**src/rtl/seg_display_pkg.sv**
```systemverilog
// Shared types and constants for the UART 7-segment display scheduler.
// Holds the FSM state encoding, blank codes and the digit-index-to-source map.
package seg_display_pkg;

   typedef enum logic {
      S_DRIVE = 1'b0,
      S_BLANK = 1'b1
   } state_e;

   localparam logic [6:0] SEG_BLANK = 7'h7F;
   localparam logic [3:0] AN_OFF    = 4'b1111;

   // Digit index -> nibble source
   localparam logic [1:0] IDX_RX_LO = 2'd0;
   localparam logic [1:0] IDX_RX_HI = 2'd1;
   localparam logic [1:0] IDX_TX_LO = 2'd2;
   localparam logic [1:0] IDX_TX_HI = 2'd3;

   // Active-low one-hot anode pattern for a digit index
   function automatic logic [3:0] an_onehot(input logic [1:0] idx);
      return ~(4'b0001 << idx);
   endfunction

endpackage

```
**src/rtl/HexTo7Segment.sv**
```systemverilog
// Combinational hex nibble to active-low 7-segment (gfedcba) decoder.
// Ports: i_hex [3:0] nibble in; o_seg [6:0] cathode pattern out, active-low.
module HexTo7Segment (
   input  logic [3:0] i_hex,
   output logic [6:0] o_seg
);

   always_comb begin
      o_seg = 7'h7F;
      unique case (i_hex)
         4'h0: o_seg = 7'h40;
         4'h1: o_seg = 7'h79;
         4'h2: o_seg = 7'h24;
         4'h3: o_seg = 7'h30;
         4'h4: o_seg = 7'h19;
         4'h5: o_seg = 7'h12;
         4'h6: o_seg = 7'h02;
         4'h7: o_seg = 7'h78;
         4'h8: o_seg = 7'h00;
         4'h9: o_seg = 7'h10;
         4'hA: o_seg = 7'h08;
         4'hB: o_seg = 7'h03;
         4'hC: o_seg = 7'h46;
         4'hD: o_seg = 7'h21;
         4'hE: o_seg = 7'h06;
         4'hF: o_seg = 7'h0E;
      endcase
   end

endmodule

```
**src/rtl/seg_display_scheduler.sv**
```systemverilog
// Time-multiplexes the last RX byte (AN1:AN0) and last TX byte (AN3:AN2) onto a
// 4-digit 7-segment display, with a blank gap after every digit slot.
// Ports: clk, rst (sync, active-high); rx_valid/rx_data, tx_valid/tx_data byte
// capture; seg[6:0] cathodes and an[3:0] anodes (registered, active-low);
// frame_tick pulses on the frame commit cycle.
module seg_display_scheduler
   import seg_display_pkg::*;
#(
   parameter int DIGIT_TICKS = 100000,
   parameter int BLANK_TICKS = 1000,
   parameter int CNT_W       = 20
) (
   input  logic       clk,
   input  logic       rst,
   input  logic       rx_valid,
   input  logic [7:0] rx_data,
   input  logic       tx_valid,
   input  logic [7:0] tx_data,
   output logic [6:0] seg,
   output logic [3:0] an,
   output logic       frame_tick
);

   localparam logic [CNT_W-1:0] DRV_LAST = CNT_W'(DIGIT_TICKS - 1);
   localparam logic [CNT_W-1:0] BLK_LAST = CNT_W'(BLANK_TICKS - 1);
   localparam logic [CNT_W-1:0] CNT_ONE  = CNT_W'(1);

   state_e           r_state;
   state_e           w_state_nxt;
   logic [CNT_W-1:0] r_cnt;
   logic [CNT_W-1:0] w_cnt_nxt;
   logic [1:0]       r_idx;
   logic [1:0]       w_idx_nxt;
   logic             w_commit;

   logic [7:0]       r_rx_shadow;
   logic             r_rx_pend;
   logic [7:0]       r_rx_disp;
   logic             r_rx_loaded;
   logic [7:0]       r_tx_shadow;
   logic             r_tx_pend;
   logic [7:0]       r_tx_disp;
   logic             r_tx_loaded;

   logic [3:0]       w_nib;
   logic             w_loaded;
   logic [6:0]       w_hex_seg;
   logic [6:0]       r_seg;
   logic [3:0]       r_an;

   always_ff @(posedge clk) begin
      if (rst) begin
         r_state <= S_DRIVE;
         r_cnt   <= '0;
         r_idx   <= 2'd0;
      end else begin
         r_state <= w_state_nxt;
         r_cnt   <= w_cnt_nxt;
         r_idx   <= w_idx_nxt;
      end
   end

   always_comb begin
      w_state_nxt = r_state;
      w_cnt_nxt   = r_cnt + CNT_ONE;
      w_idx_nxt   = r_idx;
      w_commit    = 1'b0;
      unique case (r_state)
         S_DRIVE: begin
            if (r_cnt == DRV_LAST) begin
               w_cnt_nxt   = '0;
               w_state_nxt = S_BLANK;
            end
         end
         S_BLANK: begin
            if (r_cnt == BLK_LAST) begin
               w_cnt_nxt   = '0;
               w_idx_nxt   = r_idx + 2'd1;
               w_state_nxt = S_DRIVE;
               // End of the last blank closes the frame
               w_commit    = (r_idx == IDX_TX_HI);
            end
         end
         default: begin
            w_state_nxt = S_DRIVE;
         end
      endcase
   end

   assign frame_tick = w_commit;

   // Capture always lands in the shadow; a valid in the commit cycle keeps
   // pend set while the display takes the pre-update shadow value.
   always_ff @(posedge clk) begin
      if (rst) begin
         r_rx_shadow <= 8'h00;
         r_rx_pend   <= 1'b0;
         r_rx_disp   <= 8'h00;
         r_rx_loaded <= 1'b0;
      end else begin
         if (w_commit && r_rx_pend) begin
            r_rx_disp   <= r_rx_shadow;
            r_rx_loaded <= 1'b1;
         end
         if (rx_valid) begin
            r_rx_shadow <= rx_data;
            r_rx_pend   <= 1'b1;
         end else if (w_commit) begin
            r_rx_pend   <= 1'b0;
         end
      end
   end

   always_ff @(posedge clk) begin
      if (rst) begin
         r_tx_shadow <= 8'h00;
         r_tx_pend   <= 1'b0;
         r_tx_disp   <= 8'h00;
         r_tx_loaded <= 1'b0;
      end else begin
         if (w_commit && r_tx_pend) begin
            r_tx_disp   <= r_tx_shadow;
            r_tx_loaded <= 1'b1;
         end
         if (tx_valid) begin
            r_tx_shadow <= tx_data;
            r_tx_pend   <= 1'b1;
         end else if (w_commit) begin
            r_tx_pend   <= 1'b0;
         end
      end
   end

   always_comb begin
      w_nib    = 4'h0;
      w_loaded = 1'b0;
      unique case (r_idx)
         IDX_RX_LO: begin
            w_nib    = r_rx_disp[3:0];
            w_loaded = r_rx_loaded;
         end
         IDX_RX_HI: begin
            w_nib    = r_rx_disp[7:4];
            w_loaded = r_rx_loaded;
         end
         IDX_TX_LO: begin
            w_nib    = r_tx_disp[3:0];
            w_loaded = r_tx_loaded;
         end
         IDX_TX_HI: begin
            w_nib    = r_tx_disp[7:4];
            w_loaded = r_tx_loaded;
         end
      endcase
   end

   HexTo7Segment u_hex (
      .i_hex (w_nib),
      .o_seg (w_hex_seg)
   );

   // An unloaded source still consumes its slot but stays dark
   always_ff @(posedge clk) begin
      if (rst) begin
         r_an  <= AN_OFF;
         r_seg <= SEG_BLANK;
      end else if (r_state == S_DRIVE && w_loaded) begin
         r_an  <= an_onehot(r_idx);
         r_seg <= w_hex_seg;
      end else begin
         r_an  <= AN_OFF;
         r_seg <= SEG_BLANK;
      end
   end

   assign an  = r_an;
   assign seg = r_seg;

endmodule

```
**config.mk**
```make
export PLATFORM = sky130hd
export DESIGN_NAME = seg_display_scheduler
export DESIGN_NICKNAME = d
export VERILOG_FILES = /design/src/rtl/seg_display_pkg.sv /design/src/rtl/HexTo7Segment.sv /design/src/rtl/seg_display_scheduler.sv
export SDC_FILE = /design/constraint.sdc
export NUM_CORES = 1
export LEC_CHECK = 0
export ABC_CLOCK_PERIOD_IN_PS = 2700
export CAP_MARGIN = 20
export CORE_MARGIN = 4
export CORE_UTILIZATION = 40
export CTS_CLUSTER_DIAMETER = 30
export CTS_CLUSTER_SIZE = 10
export DETAILED_ROUTE_END_ITERATION = 6
export GPL_TIMING_DRIVEN = 0
export PLACE_DENSITY = 0.67
export SLEW_MARGIN = 20
export SYNTH_ARGS = -nofsm -noshare
export SYNTH_HDL_FRONTEND = slang
export SYNTH_SLANG_ARGS = --single-unit
```
**constraint.sdc**
```tcl
create_clock -name clk -period 2.7 [get_ports clk]
set_input_delay 0.54 -clock clk [delete_from_list [all_inputs] [get_ports clk]]
set_output_delay 0.54 -clock clk [all_outputs]
set_load 0.05 [all_outputs]
```
==> flow_summary_export.csv, run 1 <==
group,metric,value,unit
critical_path,path_max_fanout,10,
power_and_ir_drop,ir_drop,259,µV
floorplanning,io_pins,32,
global_routing,grt_pass1_vias,2592,
drt,wirelength,7.39,mm
layout,antenna_cells,0,
power_and_ir_drop,power_density,525,mW/mm²
floorplanning,die_w,97.7,µm
place,dp_hpwl,5.22,mm
clock_network,numCtsBuffers,9,
global_routing,grt.total_usage,16.1,%
floorplanning,dieHeight,97.7,µm
critical_path,startpoint_type,"flop",
place,gp_congestion,0.804,
critical_path,worstSetupStartpoint,"r_cnt[0]$_SDFF_PP0_",
synthesis,syn_avg_cell_area,9.14,µm²
drt,drtPass1Iterations,4,
synthesis,synth.most_common_cell,"dfxtp_1",
timing,max_freq,398,MHz
synthesis,syn_area,0.00322,mm²
timing,rsz0062_at_grt,"no",
synthesis,synth_common_cells,"dfxtp_1, nand3_1, a21oi_1, nor2_1, o21ai_1",
critical_path,cpPeakStageDelay,0.37,ns
global_routing,grt-ovfl-total,0,
critical_path,cp.required,2.16,ns
layout,n_fill_cell,749,
timing,fin_crit_sh,93.1,%
layout,multiInputGateArea,0.00170,mm²
clock_network,root_buffer,"clkbuf_8",
floorplanning,dieArea,0.00954,mm²
timing,finalWorstSetupSlack,0.186,ns
layout,final-seq-area,0.00140,mm²
synthesis,synthTopCellsByArea,"dfxtp_1, mux2i_1, ha_1",
drt,wire_per_inst,14.8,µm
timing,holdWs,0.476,ns
synthesis,ys.flop_type,"dfxtp_1",
flow_run,maxCapViolations,0,
synthesis,yosysTopAreaCell,"dfxtp_1",
critical_path,cp.arrival,1.97,ns
global_routing,antenna_found_initial,0,
synthesis,ys_ff_latch,70,
clock_network,cts_tree,"done",
synthesis,synth_nets,384,
timing,worst_pin_slew,0.791,ns
timing,finalSetupViolCount,0,
synthesis,synth.top_cell.area_share,43.6,%
drt,ant_nets,0,
global_routing,grt_max_degree,15,
synthesis,synth_seq_area_share,43.6,%
global_routing,grt_pass1_wl,12.5,mm
critical_path,worstPathCellList,"ha_2 -> nor4bb_4 -> nand3_2 -> buf_4 -> nor2_1 -> buf_6",
floorplanning,coreArea,0.00777,mm²
drt,drc,0,
critical_path,critPathSlowestCell,"dfxtp_1",
clock_network,htree_levels,3,
synthesis,ys_warn_count,0,
clock_network,clkTransAtPathRegs,0.08,ns
layout,post-route-util,49.9,%
critical_path,rr_startpoint,"r_idx[0]$_SDFFE_PP0P_",
power_and_ir_drop,p_leak,1.34,nW
timing,drv_slew,0,
clock_network,cts_sinks,70,
hold_path,min_path_type,"reg -> reg",
clock_network,clock_latency,0.35,ns
place,portBuffers,28,
layout,drive_above_1_share,10.9,%
floorplanning,start_util,41.4,%
synthesis,synth_cell_types,55,
critical_path,crit_path_end_kind,"primary output",
floorplanning,std_cell_rows,32,
drt,first_iter_violations,172,
drt,viasPerCell,5.48,
hold_path,min_from,"r_rx_shadow[1]$_SDFFE_PP0P_",
timing,hold_viol,0,
outcome,status,"completed",
synthesis,syn_inst,352,
timing,fin_crit,2.51,ns
synthesis,synth_edf_count,0,
layout,area_growth,20.4,%
clock_network,cts.path.max_buffers,2,
layout,num-nets-final,423,
drt,vias,2727,
place,pre_cts_ws,-0.507,ns
timing,relSlewSlack,47.3,%
timing,fin_worst_skew,0.0141,ns
critical_path,timing_worst_setup_path_type,"reg -> out",
synthesis,synthArstFlopShare,0,%
-- worst max-delay path, delay by kind of cell (launching register included) --
family                     cells  cell delay (ns)
adders and majority gates      1             0.24
buffers and inverters          2             0.41
DFF                            1             0.37
and+or+nand+nor                3             0.60
-- path summary, 6_finish.rpt --
path / end / slack [ns] / cells after the start
max: frame_tick / 0.19 / 6
min: r_rx_disp[1]$_SDFFE_PP0P_ / 0.48 / 2
max reg2reg: seg[3]$_SDFF_PP1_ / 0.26 / 9
min reg2reg: r_rx_disp[1]$_SDFFE_PP0P_ / 0.48 / 2
-- state kept, by name, summed over array words and instances (netlist names) --
| name | count |
|---|---|
| an | 4 |
| r_cnt | 20 |
| r_idx | 2 |
| r_rx_disp | 8 |
| r_rx_loaded | 1 |
| r_rx_pend | 1 |
| r_rx_shadow | 8 |
| r_state | 1 |
| r_tx_disp | 8 |
| r_tx_loaded | 1 |
| r_tx_pend | 1 |
| r_tx_shadow | 8 |
| seg | 7 |
-- cell families (layout without fill, tap and decap cells) --
kind of cell | count (synthesis) | in the layout | synth area share, %
AO/OA/AOI/OAI | 83 | 83 | 16.0
XOR/XNOR | 13 | 13 | 3.54
adder cells (fa/ha/maj) | 12 | 12 | 4.67
buffers and inverters | 31 | 75 | 4.67
flip-flops | 70 | 70 | 43.6
multiplexers | 20 | 20 | 6.22
AND/OR/NAND/NOR | 123 | 123 | 21.3
-- metal layers --
| layer | up-vias | wire (µm) | track usage [%] |
|---|---|---|---|
| li1 | 1365 | - | - |
| met1 | 1306 | 3570 | 21.0 |
| met4 | 0 | 75 | 5.75 |
| met2 | 49 | 3440 | 25.6 |
| met3 | 7 | 304 | 4.16 |
| met5 | - | 0 | 0 |
-- per-stage QoR --
step	cell area, µm²	TNS (ns)	std cells	power [W]
finish	3870	0	498	0.00203
detailed placement	3620	-0.507	482	0.00117
global route	3870	0	498	0.00210
CTS	3850	0	498	0.00204
floorplan	3220	0	352	0.00113
global placement	3620	-0.479	482	0.00117
-- repair_timing --
| action | in CTS | in global routing |
|---|---|---|
| setup buffers | 0 | 1 |
| endpoints found under the setup margin | 1 | 2 |
| gates resized for setup | 10 | 8 |
| hold buffers | 0 | 0 |
| pin swaps | 0 | 0 |
| cloned | 0 | 0 |
-- report_power, final --
part	switching [W]	total, W	internal [W]
sequential	0.0000129	0.00106	0.00105
clock	0.000444	0.000881	0.000437
combinational	0.0000387	0.0000859	0.0000472
-- cell usage in the layout, fill, tap and decap left out, types with 3 or more instances in the layout --
| master | Yosys | routed |
|---|---|---|
| nand2_1 | 13 | 13 |
| mux2i_1 | 20 | 20 |
| dfxtp_1 | 70 | 70 |
| o21ai_1 | 21 | 21 |
| nor2_1 | 24 | 24 |
| nor4_1 | 4 | 4 |
| xor2_1 | 4 | 4 |
| nor3_1 | 16 | 16 |
| buf_6 | 2 | 3 |
| ha_1 | 12 | 11 |
| a211oi_1 | 7 | 7 |
| nand3_1 | 29 | 28 |
| inv_1 | 13 | 13 |
| clkbuf_8 | 1 | 10 |
| buf_2 | 4 | 4 |
| clkinvlp_4 | 0 | 3 |
| o21ai_0 | 6 | 6 |
| clkdlybuf4s50_1 | 0 | 27 |
| clkbuf_1 | 10 | 8 |
| buf_4 | 1 | 3 |
| or3_1 | 6 | 6 |
| a22oi_1 | 3 | 3 |
| xnor2_1 | 9 | 9 |
| nand4_1 | 5 | 5 |
| a21oi_1 | 27 | 26 |
-- layout make-up --
cell class              instances  area share, %
plain buffers                  17           2.62
clock buffers                   9           3.20
clock inverters                 7           2.10
inverters                      13           1.26
multi-input cells             251           43.9
flip-flops and latches         70           36.2
well taps                     102           3.30
repair buffers                 29           7.46
No activity file was read; power rests on OpenSTA's default activity.
==> run 2: changes to the inputs <==
--- a/constraint.sdc
+++ b/constraint.sdc
@@ -3,2 +3,2 @@
 set_output_delay 0.54 -clock clk [all_outputs]
-set_load 0.05 [all_outputs]
+set_load 0.005 [all_outputs]
==> run 2 against run 1 <==
  * Clock skew hardly changed
  * Combinational power is 2% higher
  * First-iteration DRC count is 19% higher
  * Clock power hardly changed
  * Non-clock buffer count stayed put
  * Critical path depth stayed put
  * Setup slack worse by 0.019 ns
  * Sequential share of layout area is 0.087 points lower
  * Final area is 0.42% higher
  * Core utilization is 0.21 points higher
  * Register-to-register slack hardly changed
  * Hold slack worse by 0.0078 ns
  * Critical path type unchanged
==> flow_summary_export.csv, run 2 (synthesized netlist as in run 1, its figures left out) <==
group,metric,value,unit
clock_network,root_buffer,"clkbuf_8",
clock_network,ctsHoldBuffers,0,
critical_path,rr_startpoint,"r_idx[0]$_SDFFE_PP0P_",
layout,final_common_cell,"dfxtp_1",
global_routing,grt_pass1_vias,2609,
critical_path,r2r_setup_slack,0.25,ns
hold_path,hold_depth,1,
clock_network,clock_latency,0.35,ns
clock_network,htree_levels,3,
timing,fin_crit_sh,93.8,%
critical_path,crit_path_end_kind,"primary output",
floorplanning,coreArea,0.00777,mm²
clock_network,numCtsBuffers,9,
drt,wirelength,7.45,mm
place,portBuffers,28,
floorplanning,dieHeight,97.7,µm
layout,final-seq-area,0.00140,mm²
place,gp_congestion,0.804,
layout,post-route-util,50.1,%
timing,worst_pin_slew,0.791,ns
flow_run,maxCapViolations,0,
layout,antenna_cells,0,
drt,wire_per_inst,15.0,µm
power_and_ir_drop,ir_drop,260,µV
layout,area_growth,20.9,%
drt,first_iter_violations,204,
timing,fin_crit,2.53,ns
floorplanning,io_pins,32,
layout,final_cell_mix,"dfxtp_1, nand3_1, clkdlybuf4s50_1",
layout,multiInputGateArea,0.00171,mm²
critical_path,startpoint_type,"flop",
critical_path,timing_worst_setup_path_type,"reg -> out",
global_routing,grt-ovfl-total,0,
timing,relSlewSlack,47.2,%
timing,drv_slew,0,
power_and_ir_drop,power_density,523,mW/mm²
critical_path,reg2regPathDepth,9,
floorplanning,std_cell_rows,32,
global_routing,grt.total_usage,16.2,%
critical_path,path_max_fanout,10,
critical_path,cp.arrival,1.99,ns
hold_path,min_from,"r_cnt[0]$_SDFF_PP0_",
critical_path,cp.required,2.16,ns
floorplanning,die_w,97.7,µm
timing,finalSetupViolCount,0,
critical_path,cpPeakStageDelay,0.37,ns
critical_path,critPathSlowestCell,"dfxtp_2",
layout,n_fill_cell,741,
place,dp_hpwl,5.22,mm
layout,regMostFlops,"r_cnt",
timing,hold_viol,0,
drt,drc,0,
drt,drtPass1Iterations,4,
clock_network,clkTransAtPathRegs,0.08,ns
drt,vias,2736,
layout,largest_reg_flops,20,
outcome,status,"completed",
hold_path,min_to,"r_cnt[0]$_SDFF_PP0_",
global_routing,grt_pass1_wl,12.6,mm
clock_network,cts_tree,"done",
critical_path,r2r-end,"seg[3]$_SDFF_PP1_",
floorplanning,start_util,41.4,%
hold_path,min_path_type,"reg -> reg",
timing,max_freq,395,MHz
global_routing,antenna_found_initial,0,
floorplanning,dieArea,0.00954,mm²
global_routing,grt_max_degree,15,
critical_path,worstPathCellList,"ha_4 -> nor4bb_4 -> nand3_2 -> clkbuf_8 -> nor2_1 -> dlygate4sd2_1",
drt,ant_nets,0,
power_and_ir_drop,p_leak,1.35,nW
layout,drive_above_1_share,11.1,%
layout,num-nets-final,423,
clock_network,cts_sinks,70,
timing,rsz0062_at_grt,"no",
clock_network,cts.path.max_buffers,2,
power_and_ir_drop,power,0.00203,W
drt,viasPerCell,5.49,
timing,fin_worst_skew,0.0137,ns
run 2: stage by stage:
step / hold WS, ns / worst slack [ns] / setup TNS [ns] / cells / instance area, µm²
final: 0.469 / 0.167 / 0 / 498 / 3890
after CTS: 0.466 / 0.00474 / 0 / 499 / 3890
after global placement: 0.460 / -0.177 / -0.177 / 482 / 3620
after floorplan: 0.429 / 0.479 / 0 / 352 / 3220
after detailed placement: 0.464 / -0.206 / -0.206 / 482 / 3620
after global routing: 0.484 / 0.0481 / 0 / 498 / 3890
run 2: layout make-up:
type / count / share of cell area, %
plain buffers: 17 / 2.77
clock buffers: 9 / 3.19
clock inverters: 7 / 2.09
inverters: 13 / 1.25
multi-input cells: 251 / 44.0
flip-flops and latches: 70 / 36.1
well taps: 102 / 3.28
repair buffers: 29 / 7.37
run 2: how the worst max path moves through the flow:
stage / start / endpoint / cells past startpoint
floorplan: r_idx[0]$_SDFFE_PP0P_ / seg[3]$_SDFF_PP1_ / 10
global placement: r_cnt[0]$_SDFF_PP0_ / frame_tick / 6
detailed placement: r_cnt[0]$_SDFF_PP0_ / frame_tick / 6
CTS: r_idx[0]$_SDFFE_PP0P_ / seg[3]$_SDFF_PP1_ / 10
global route: r_cnt[0]$_SDFF_PP0_ / frame_tick / 6
finish: r_cnt[0]$_SDFF_PP0_ / frame_tick / 6
run 2: power breakdown:
| group | internal [W] | switching (W) | total, W |
|---|---|---|---|
| Sequential | 0.00105 | 0.0000140 | 0.00107 |
| Clock | 0.000437 | 0.000442 | 0.000879 |
| Combinational | 0.0000485 | 0.0000388 | 0.0000872 |
run 2: layer usage:
| metal | GRT usage [%] | vias up | share of wire [%] |
|---|---|---|---|
| met5 | 0 | - | 0 |
| met1 | 21.0 | 1312 | 48 |
| met3 | 4.16 | 7 | 4.2 |
| met2 | 26.0 | 55 | 47 |
| met4 | 5.75 | 0 | 1.0 |
| li1 | - | 1362 | - |
run 2: critical path, delay by kind of cell, from the launching register on:
| kind | cells | cell delay [ns] |
|---|---|---|
| buffers and inverters | 2 | 0.46 |
| AND/OR/NAND/NOR | 3 | 0.65 |
| adder cells (fa/ha/maj) | 1 | 0.16 |
| flip-flops | 1 | 0.37 |
run 2: what timing repair did:
action / CTS / global route
endpoints found under the setup margin: 1 / 1
resized for setup: 12 / 2
pin swaps: 3 / 0
buffers inserted: 1 / 0
